File: src/rtl/alu_pkg.sv
// Shared definitions for the ALU share scheduler: ALU op encodings, flag bit
// positions and the scheduler FSM state type.
package alu_pkg;

  localparam logic [1:0] ALU_ADD = 2'b00;
  localparam logic [1:0] ALU_SUB = 2'b01;
  localparam logic [1:0] ALU_AND = 2'b10;
  localparam logic [1:0] ALU_OR  = 2'b11;

  localparam int unsigned FLAG_N = 3;
  localparam int unsigned FLAG_Z = 2;
  localparam int unsigned FLAG_C = 1;
  localparam int unsigned FLAG_V = 0;

  typedef enum logic [1:0] {
    StIdle,
    StExec,
    StResp
  } sched_state_e;

endpackage

File: src/rtl/ALU_32_Bit.sv
// Combinational 32-bit ALU: ADD/SUB/AND/OR with {N,Z,C,V} flags.
// SUB is A + ~B + 1, so its carry-out reads as "no borrow".
module ALU_32_Bit (
  input  logic [31:0] A,
  input  logic [31:0] B,
  input  logic [1:0]  ALUControl,
  output logic [31:0] Result,
  output logic [3:0]  ALUFlags
);

  logic        is_sub;
  logic        is_arith;
  logic [31:0] b_eff;
  logic [32:0] sum;
  logic        carry;
  logic        ovf;

  always_comb begin
    is_sub   = (ALUControl == 2'b01);
    is_arith = ~ALUControl[1];
    b_eff    = is_sub ? ~B : B;
    sum      = {1'b0, A} + {1'b0, b_eff} + {32'd0, is_sub};
    case (ALUControl)
      2'b10:   Result = A & B;
      2'b11:   Result = A | B;
      default: Result = sum[31:0];
    endcase
    carry    = is_arith & sum[32];
    // Overflow: operands (as seen by the adder) agree in sign, result does not.
    ovf      = is_arith & (A[31] == b_eff[31]) & (sum[31] != A[31]);
    ALUFlags = {Result[31], (Result == 32'd0), carry, ovf};
  end

endmodule

File: src/rtl/rr_arbiter.sv
// Combinational round-robin arbiter: first active request at or above the
// pointer, wrapping around, wins.
module rr_arbiter #(
  parameter int unsigned NUM_REQ = 4,
  parameter int unsigned ID_W    = $clog2(NUM_REQ)
) (
  input  logic [NUM_REQ-1:0] req_i,
  input  logic [ID_W-1:0]    ptr_i,
  output logic [NUM_REQ-1:0] gnt_o,
  output logic [ID_W-1:0]    gnt_idx_o,
  output logic               any_req_o
);

  int unsigned idx;

  always_comb begin
    gnt_o     = '0;
    gnt_idx_o = '0;
    any_req_o = 1'b0;
    idx       = 0;
    for (int unsigned off = 0; off < NUM_REQ; off++) begin
      idx = (int'(ptr_i) + off) % NUM_REQ;
      if (!any_req_o && req_i[idx]) begin
        any_req_o  = 1'b1;
        gnt_o[idx] = 1'b1;
        gnt_idx_o  = ID_W'(idx);
      end
    end
  end

endmodule

File: src/rtl/alu_share_scheduler.sv
// Time-shares one ALU_32_Bit among NUM_REQ requesters: round-robin grant in
// IDLE, one EXEC cycle on registered operands, tagged response held in RESP.
module alu_share_scheduler
  import alu_pkg::*;
#(
  parameter int unsigned NUM_REQ = 4,
  parameter int unsigned ID_W    = $clog2(NUM_REQ),
  parameter int unsigned DATA_W  = 32
) (
  input  logic                      clk,
  input  logic                      nRESET,
  input  logic [NUM_REQ-1:0]        req_valid,
  output logic [NUM_REQ-1:0]        req_ready,
  input  logic [NUM_REQ*DATA_W-1:0] req_A,
  input  logic [NUM_REQ*DATA_W-1:0] req_B,
  input  logic [NUM_REQ*2-1:0]      req_ALUControl,
  output logic                      rsp_valid,
  input  logic                      rsp_ready,
  output logic [ID_W-1:0]           rsp_id,
  output logic [DATA_W-1:0]         rsp_Result,
  output logic [3:0]                rsp_ALUFlags,
  output logic                      busy
);

  sched_state_e state_q, state_d;
  logic [ID_W-1:0]    rr_ptr_q, rr_ptr_d;
  logic [ID_W-1:0]    tag_q;
  logic [DATA_W-1:0]  a_q, b_q;
  logic [1:0]         ctrl_q;
  logic [DATA_W-1:0]  result_q;
  logic [3:0]         flags_q;

  logic [NUM_REQ-1:0] gnt;
  logic [ID_W-1:0]    gnt_idx;
  logic               any_req;
  logic               load_req;
  logic               capture;
  logic [DATA_W-1:0]  alu_result;
  logic [3:0]         alu_flags;

  rr_arbiter #(
    .NUM_REQ (NUM_REQ),
    .ID_W    (ID_W)
  ) u_arb (
    .req_i     (req_valid),
    .ptr_i     (rr_ptr_q),
    .gnt_o     (gnt),
    .gnt_idx_o (gnt_idx),
    .any_req_o (any_req)
  );

  ALU_32_Bit u_alu (
    .A          (a_q),
    .B          (b_q),
    .ALUControl (ctrl_q),
    .Result     (alu_result),
    .ALUFlags   (alu_flags)
  );

  always_comb begin
    state_d  = state_q;
    rr_ptr_d = rr_ptr_q;
    load_req = 1'b0;
    capture  = 1'b0;
    unique case (state_q)
      StIdle: begin
        if (any_req) begin
          load_req = 1'b1;
          state_d  = StExec;
        end
      end
      StExec: begin
        capture = 1'b1;
        state_d = StResp;
      end
      StResp: begin
        if (rsp_ready) begin
          // Pointer moves only on a completed response, just past the owner.
          rr_ptr_d = (tag_q == ID_W'(NUM_REQ - 1)) ? '0 : tag_q + 1'b1;
          state_d  = StIdle;
        end
      end
      default: state_d = StIdle;
    endcase
  end

  always_ff @(posedge clk or negedge nRESET) begin
    if (!nRESET) begin
      state_q  <= StIdle;
      rr_ptr_q <= '0;
      tag_q    <= '0;
      a_q      <= '0;
      b_q      <= '0;
      ctrl_q   <= '0;
      result_q <= '0;
      flags_q  <= '0;
    end else begin
      state_q  <= state_d;
      rr_ptr_q <= rr_ptr_d;
      if (load_req) begin
        a_q    <= req_A[gnt_idx*DATA_W +: DATA_W];
        b_q    <= req_B[gnt_idx*DATA_W +: DATA_W];
        ctrl_q <= req_ALUControl[gnt_idx*2 +: 2];
        tag_q  <= gnt_idx;
      end
      if (capture) begin
        result_q <= alu_result;
        flags_q  <= alu_flags;
      end
    end
  end

  // Ready is masked while reset is held so nothing looks accepted during reset.
  assign req_ready    = (state_q == StIdle && nRESET) ? gnt : '0;
  assign rsp_valid    = (state_q == StResp);
  assign rsp_id       = tag_q;
  assign rsp_Result   = result_q;
  assign rsp_ALUFlags = flags_q;
  assign busy         = (state_q != StIdle);

endmodule

File: config.mk
export PLATFORM = sky130hd
export DESIGN_NAME = alu_share_scheduler
export DESIGN_NICKNAME = d
export VERILOG_FILES = /design/src/rtl/alu_pkg.sv /design/src/rtl/ALU_32_Bit.sv /design/src/rtl/rr_arbiter.sv /design/src/rtl/alu_share_scheduler.sv
export SDC_FILE = /design/constraint.sdc
export NUM_CORES = 1
export LEC_CHECK = 0
export CORE_MARGIN = 10
export CORE_UTILIZATION = 50
export DETAILED_ROUTE_END_ITERATION = 8
export PLACE_DENSITY = 0.87
export SYNTH_ARGS = -nofsm -noshare
export SYNTH_HDL_FRONTEND = slang
export SYNTH_HIERARCHICAL = 1
export SYNTH_SLANG_ARGS = --single-unit
File: constraint.sdc
create_clock -name clk -period 8.65 [get_ports clk]
set_clock_uncertainty 0.2 [all_clocks]
set_input_delay 0.865 -clock clk [delete_from_list [all_inputs] [get_ports clk]]
set_output_delay 0.865 -clock clk [all_outputs]
set_load 0.05 [all_outputs]
After elaboration in Yosys (flattened, before gate mapping)
Index checks and enable logic that the tools add are counted.
Word-level totals
  register bits: 108
  latch bits: 0
  memory bits (writable): 0
  memory bits (read-only): 0
  input bits: 271
  output and inout port bits: 44
  logic and storage cells: 99
  memories: 0
Operators by class
  $add $sub $neg: 6
  multipliers: 0
  div/mod/pow operators: 0
  order comparisons: 8
  eq/ne operators: 10
  shifts and indexed selects: 3
  mux-type cells: 38
  bitwise operators: 10
  reduce and logical (&&, ||, !) cells: 16
Operator list (count)
  $shiftx 128x8->32: 2
  $pmux 32 s2: 1
  $add 32x32->33: 1
  $add 33x1->33: 1
  $and 32x32->32: 1
  $logic_not 32->1: 1
  $mux 32: 1
  $not 32->32: 1
  $or 32x32->32: 1
  $mux 4: 5
  $mux 1: 15
  $mux 2: 7
  $lt 2x3->1 const B: 4
  $or 4x4->4: 3
  $bmux 1 s2: 4
  $demux 1 s2: 4
  $eq 2x2->1 const B: 4
  $ge 2x1->1 const B: 4
  $logic_and 1x1->1: 8
  $shiftx 8x4->2: 1
  $pmux 2 s3: 1
  $add 2x1->2 const B: 2
  $add 2x2->2 const B: 2
  $eq 2x1->1 const B: 2
  other kinds (10): 15

Logic depth before layout (Yosys ltp)
Gate-level depths: netlist of run 1.
  depth in word-level cells: 14
  gate-level depth with buffers: 21
  depth with buffers taken out: 17

By module
The synthesis of run 1 kept the hierarchy.
By module, submodules not included
  alu_share_scheduler: times used 1, cells an instance 320, area an instance 5773.0 um2, seq. area each 2702.6 um2
  ALU_32_Bit: times used 1, cells an instance 407, area an instance 2845.2 um2, seq. area each 0.0 um2
  rr_arbiter: times used 1, cells an instance 45, area an instance 419.2 um2, seq. area each 0.0 um2

Least setup slack after synthesis of run 1
Ideal clock, no wire load.
  path kind: register to register
  start point: register ctrl_q[0]
  end point: register flags_q[2] (netlist: rsp_ALUFlags[2])
  library setup time: 67 ps
  arrival: 5606 ps
  slack: 2778 ps
  cell stages (with the launch flop): 22
  path buffers: 6
  period minus slack after synthesis: 5872 ps
  cells stage by stage: dfrtp_1 > clkbuf_1 > clkbuf_1 > clkbuf_1 > buf_1 > nand2_1 > buf_1 > xnor2_1 > ha_1 > buf_6 > a21oi_2 > o21ai_2 > a22o_1 > a2111o_1 > a221o_1 > a221o_1 > a311oi_1 > xnor2_1 > o21ai_0 > or4_1 > nor4_2 > mux2_2
Between the ends
  cells in the longest elaborated chain, start to end: 6
  elaborated cells on any way between the ends: 8
  classes of those cells: 2 x add/sub; 3 x eq/ne; 2 x mux; 1 x reduce/logical
RTL lines
  from (decl): RTL line alu_share_scheduler.sv:29  | logic [1:0] ctrl_q;
  from (signal assigned): RTL line alu_share_scheduler.sv:103  | ctrl_q <= req_ALUControl[gnt_idx*2 +: 2];
  $eq 2x1->1: RTL line ALU_32_Bit.sv:19  | is_sub = (ALUControl == 2'b01);
  $mux 32: RTL line ALU_32_Bit.sv:21  | b_eff = is_sub ? ~B : B;
  $add 32x32->33: RTL line ALU_32_Bit.sv:22  | sum = {1'b0, A} + {1'b0, b_eff} + {32'd0, is_sub};
  $add 33x1->33: RTL line ALU_32_Bit.sv:22
  $pmux 32 s2 (*): RTL line ALU_32_Bit.sv:23  | case (ALUControl)
  net alu_result[30]: RTL line alu_share_scheduler.sv:38  | logic [DATA_W-1:0] alu_result;
  $logic_not 32->1 (*): RTL line ALU_32_Bit.sv:31  | ALUFlags = {Result[31], (Result == 32'd0), carry, ovf};
  net alu_flags[2]: RTL line alu_share_scheduler.sv:39  | logic [3:0] alu_flags;
  to (signal assigned): RTL line alu_share_scheduler.sv:108  | flags_q <= alu_flags;
  to (decl): RTL line alu_share_scheduler.sv:31  | logic [3:0] flags_q;
Mark *: on every way through the listed nets, which the timed path passes. The rest lies on a longest branch.
A chain may end at the register's enable or synchronous reset.

Worst setup path after layout of run 1
  start point: register ctrl_q[1]
  end point: register flags_q[2] (netlist: rsp_ALUFlags[2])
Same word-level chain as after synthesis.

==> results of run 1 <==
-- metrics by stage --
| step | worst slack, ns | cells |
|---|---|---|
| after detailed placement | 2.89 | 1269 |
| after CTS | 2.86 | 1285 |
| after global placement | 3.04 | 1269 |
| after floorplan | 2.78 | 772 |
| final | 2.79 | 1285 |
| after global routing | 2.42 | 1285 |
-- registers in the layout, indices dropped and copies added (netlist names) --
name and flops:
ctrl_q 2, rr_ptr_q 2, state_q 2, rsp_id 2, b_q 32, rsp_Result 32, rsp_ALUFlags 4, a_q 32
-- worst min-delay path by stage --
stage / startpoint / end / slack [ns] / cells past startpoint
4_1_cts: rsp_Result[3] / rsp_Result[3] / 0.31 / 1
2_1_floorplan: ctrl_q[0] / ctrl_q[0] / 0.28 / 1
6_report: rsp_Result[3] / rsp_Result[3] / 0.30 / 1
5_1_grt: rsp_Result[13] / rsp_Result[13] / 0.32 / 1
3_3_place_gp: rsp_Result[0] / rsp_Result[0] / 0.29 / 1
3_5_place_dp: rsp_Result[3] / rsp_Result[3] / 0.30 / 1
-- routing by layer --
layer	global-route usage, %	wire [um]	vias up
met5	0	0	-
met4	6.97	578	0
met3	7.15	2520	41
met2	40.4	15000	326
met1	29.5	11700	3833
li1	-	-	3495
-- area by class of cell --
cell class / count / share of cell area [%]
clock buffer: 13 / 2.08
clock inverter: 3 / 0.170
inverter: 24 / 0.721
multi-input combinational: 589 / 47.7
sequential: 108 / 21.6
tap: 229 / 2.29
timing repair buffer: 319 / 25.4
-- critical path: cells and delay by family (launching register included) --
| kind | cells | cell delay [ns] |
|---|---|---|
| xor gates and xnor gates | 2 | 0.63 |
| adders and majority gates | 1 | 0.33 |
| muxes | 1 | 0.18 |
| AOI/OAI and AO/OA | 8 | 2.31 |
| and+or+nand+nor | 3 | 1.45 |
| buffers and inverters | 1 | 0.29 |
| DFF | 1 | 0.40 |
-- logic make-up (layout without fill, tap and decap cells) --
kind of cell / Yosys count / after routing / share of synthesized area (%)
muxes: 183 / 183 / 32.8
adders and majority gates: 72 / 72 / 9.22
DFF: 108 / 108 / 29.9
and+or+nand+nor: 126 / 126 / 7.07
xor gates and xnor gates: 57 / 57 / 5.52
buffers and inverters: 75 / 359 / 4.56
AOI/OAI and AO/OA: 151 / 151 / 10.9
-- synth_stat cells (5+ instances only) --
master      n  area (um^2)
buf_1       7         26.3
a21oi_1    35          175
o21ai_0    39          195
dfrtp_1   108         2700
nor3_1      7         35.0
nand2_1    52          195
inv_1      24         90.1
o21a_1      8         60.1
xor2_1     13          114
nor4_1      5         31.3
buf_2      16         80.1
a22oi_1     8         60.1
and3_1      7         43.8
nor2_1     22         82.6
a21o_1     13         97.6
xnor2_1    44          385
mux4_2     68         1530
nand3_1     6         30.0
ha_1       41          513
a21oi_2     5         43.8
clkbuf_1   16         60.1
mux2_2     82          923
mux2_4     29          435
maj3_1     30          300
==> flow_summary.yaml, run 1 <==
detailed_routing:
  drtAntennaViolNets: 0
  first_pass_iters: 5
  drc_errors: 0
  wire_per_inst_um: 23.2
  finalWirelength_um: 29900
  num_vias: 7695
  first_iter_violations: 647
  viasPerCell: 5.99
grt:
  grt-ovfl-total: 0
  grt_max_degree: 70
  grt_pass1_vias: 7977
  grtUsageTotal_pct: 24.2
  grt_pass1_wl_um: 45400
  antenna_found_initial: 0
clock_network:
  cts_tree: "done"
  postCtsSetupRepairBufs: 0
  clock_latency_ns: 0.36
  clock_tree.root_cell: "clkbuf_16"
  cts_made_buffers: 9
  postCtsHoldBufs: 0
  cts_resized: 0
  cts.sinks: 108
  clockBufferDepth: 2
  cts-htree-levels: 3
  clk_pin_slew_ns: 0.07
setup_path:
  cp-start-kind: "flip-flop"
  cp.required_ns: 8.75
  setup.worst_path.end: "rsp_ALUFlags[2]"
  r2r_end: "rsp_ALUFlags[2]"
  rr_worst_depth: 16
  slowest_delay_ns: 0.68
  worst_path_max_delay_cell: "nand2_2"
  worstSetupEndpointType: "flip-flop"
  cp.arrival_ns: 5.96
  worst-setup-path-type: "flip-flop to flip-flop"
  r2r_slack_ns: 2.79
  path_cells: "inv_1, nand2_2, xnor2_1, ha_1, a21oi_1, o21ai_0, a22o_1, a2111o_1, a221o_1, a221o_1, a311oi_1, xnor2_1, o21ai_0, or4_1, nor4_2, mux2_2"
  startpoint: "ctrl_q[1]"
  timing.rr.start: "ctrl_q[1]"
  critical_path_peak_fanout: 31
cells_and_area:
  final_layout_size_suffix_gt1_share_pct: 20.4
  fin_nets: 1364
  postLayoutCoreUtil_pct: 69.8
  multi_input_area_um2: 5960
  syn2layout_area_growth_pct: 38.3
  design_area_um2: 12500
  final_cell_mix: "clkdlybuf4s50_1 (313), dfrtp_1 (107), mux2_2 (82)"
  antenna_cells: 0
  ff_latch_area_um2: 2700
  final_common_cell: "clkdlybuf4s50_1"
  fill_cells: 1353
timing:
  slew_headroom_pct: 30.8
  fin_tns_setup_ns: 0
  whs_ns: 0.305
  setup_viol: 0
  rsz0062_at_grt: "false"
  min_period_ns: 5.86
  maxSlewViolCount: 0
  finalCritPeriodShare_pct: 67.7
  tightest_slew_ns: 1.04
  hold_viol_final: 0
  clock.fmax_mhz: 171
synthesis:
  synth_cell_types: 71
  synth_seq_cells: 108
  syn_area_per_cell_um2: 11.7
  synth_edf_count: 0
  synth_area_um2: 9040
  synth_nets: 1085
  ys_seq_area_share_pct: 29.9
  ys.flop_type: "dfrtp_1"
  syn_inst: 772
  yosys_warnings: 6
  async_flop_share_pct: 100
die:
  ios: 315
  die_w_um: 154
  rows: 49
  dieArea_um2: 23900
  core_um2: 17900
  initial_utilization_pct: 50.5
  die_h_um: 154
place:
  dp.final_hpwl_um: 24600
  portBuffers: 314
  placed_area_um2: 12200
  gp_congestion: 0.943
status:
  outcome: "complete, no violations"
job:
  drv_cap: 0
hold_path:
  hold_path_class: "flip-flop to flip-flop"
Power of run 1 is not shown: default switching activity piles up to over one toggle a cycle in this logic, so the estimate is an artifact.
==> inputs of run 2 (changes only) <==
--- a/config.mk
+++ b/config.mk
@@ -6,9 +6,9 @@
 export NUM_CORES = 1
 export LEC_CHECK = 0
 export CORE_MARGIN = 10
-export CORE_UTILIZATION = 50
+export CORE_UTILIZATION = 42
 export DETAILED_ROUTE_END_ITERATION = 8
-export PLACE_DENSITY = 0.87
+export PLACE_DENSITY = 0.78
 export SYNTH_ARGS = -nofsm -noshare
 export SYNTH_HDL_FRONTEND = slang
 export SYNTH_HIERARCHICAL = 1
==> constraint.sdc (replaced) <==
create_clock -name clk -period 5 [get_ports clk]
set_clock_uncertainty 0.2 [all_clocks]
set_input_delay 0.5 -clock clk [delete_from_list [all_inputs] [get_ports clk]]
set_output_delay 0.5 -clock clk [all_outputs]
set_load 0.05 [all_outputs]
==> flow_summary.yaml, run 2 (synthesis gave the netlist of run 1 again) <==
grt:
  met1_usage_pct: 25.2
  use_met2_pct: 33.4
  met3_usage_pct: 5.67
  busiest_layer: "met2"
  grt-ovfl-total: 0
  grt_max_degree: 68
  antenna_found_initial: 2
  grtUsageTotal_pct: 20.2
  grt_pass1_vias: 8038
  grt_pass1_wl_um: 45500
detailed_routing:
  drtAntennaViolNets: 0
  drc_errors: 0
  wire_per_inst_um: 21.5
  viasPerCell: 5.63
  first_pass_iters: 5
  num_vias: 7563
  first_iter_violations: 622
  finalWirelength_um: 28900
setup_path:
  critical_path_peak_fanout: 17
  cp.required_ns: 5.10
  cp.arrival_ns: 4.92
  worstSetupEndpointType: "flip-flop"
  cp-start-kind: "flip-flop"
  worst-setup-path-type: "flip-flop to flip-flop"
die:
  core_um2: 21100
  dieArea_um2: 27800
  initial_utilization_pct: 42.9
  ios: 315
  rows: 53
  die_w_um: 167
  die_h_um: 167
timing:
  finalCritPeriodShare_pct: 96.5
  maxSlewViolCount: 0
  min_period_ns: 4.82
  slew_headroom_pct: 34.5
  clock.fmax_mhz: 207
  fin_tns_setup_ns: 0
  hold_viol_final: 0
  rsz0062_at_grt: "false"
  setup_viol: 0
  tightest_slew_ns: 0.983
cells_and_area:
  final_cell_mix: "clkdlybuf4s50_1 (313), dfrtp_1 (107), mux2_2 (82)"
  design_area_um2: 12800
  final_layout_size_suffix_gt1_share_pct: 21.7
  final_common_cell: "clkdlybuf4s50_1"
  fin_nets: 1375
  fill_cells: 1764
  syn2layout_area_growth_pct: 41.6
  ff_latch_area_um2: 2700
  multi_input_area_um2: 6000
clock_network:
  clock_latency_ns: 0.36
  clockBufferDepth: 2
  clk_pin_slew_ns: 0.07
  cts_made_buffers: 9
  cts-htree-levels: 3
  cts.sinks: 108
  cts_tree: "done"
  clock_tree.root_cell: "clkbuf_16"
place:
  placed_area_um2: 12400
  gp_congestion: 0.948
  portBuffers: 314
  dp.final_hpwl_um: 23500
job:
  drv_cap: 0
status:
  outcome: "complete, no violations"
hold_path:
  hold_path_class: "flip-flop to flip-flop"
## run 2: changes by cell type in the layout (fill, tap and decap cells not counted), sizes merged
cell | previous run | this run
buf | 6 | 16
bufinv | 0 | 3
clkbuf | 13 | 10
clkinvlp | 1 | 0
diode | 0 | 1
dlygate4sd3 | 0 | 1
inv | 24 | 25
## run 2: path summary, 6_finish.rpt
path                                 start               to  slack (ns)  cells past startpoint
min in group asynchronous           nRESET   rsp_Result[18]        0.51                      2
setup reg to reg                 ctrl_q[1]  rsp_ALUFlags[2]        0.18                     16
hold reg to reg            rsp_ALUFlags[1]  rsp_ALUFlags[1]        0.31                      1
hold / removal             rsp_ALUFlags[1]  rsp_ALUFlags[1]        0.31                      1
setup / recovery                 ctrl_q[1]  rsp_ALUFlags[2]        0.18                     16
max in group asynchronous           nRESET        ctrl_q[1]        2.81                      3
## run 2: metal layers
metal	vias to the layer above	wire, um
met5	-	11
met4	2	542
met3	34	2060
met2	307	14000
met1	3690	12200
li1	3530	-
## run 2: layout make-up
type                       instances  area share, %
clock buffer                      10           1.87
timing repair buffer             330           25.8
sequential                       108           21.1
inverter                          24          0.704
clock inverter                     6          0.851
tap                              275           2.69
multi-input combinational        589           46.9
antenna                            1         0.0196
## run 2: what timing repair did
| action | 4_1_cts | 5_1_grt |
|---|---|---|
| buffers inserted | 0 | 0 |
| hold buffers | 1 | 0 |
| endpoints found under the setup margin | 0 | 1 |
| hold endpoints to repair | 10 | 0 |
| resized for setup | 0 | 6 |
## run 2: worst max-delay path, stage by stage (launching register included)
cell	delay, ns
dfrtp_2	0.41
inv_1	0.16
nand2_8	0.16
xnor2_1	0.18
ha_1	0.37
a21oi_2	0.20
o21ai_2	0.10
a22o_1	0.25
a2111o_1	0.37
a221o_1	0.36
a221o_1	0.39
a311oi_2	0.34
xnor2_1	0.17
o21ai_0	0.12
or4_1	0.57
nor4_2	0.21
mux2_2	0.18
## run 2: metrics by stage
| step | util [%] | hold slack (ns) | worst slack, ns | std cells |
|---|---|---|---|---|
| 2_1_floorplan | - | 0.00441 | 0.00928 | 772 |
| 3_3_place_gp | 58.8 | 0.290 | 0.155 | 1325 |
| 3_5_place_dp | 58.8 | 0.293 | 0.0493 | 1325 |
| 4_1_cts | 60.5 | 0.310 | 0.0233 | 1342 |
| 5_1_grt | 60.7 | 0.327 | 0.0110 | 1343 |
| 6_report | 60.7 | 0.307 | 0.176 | 1343 |
Power of run 2 is left out for the same reason.
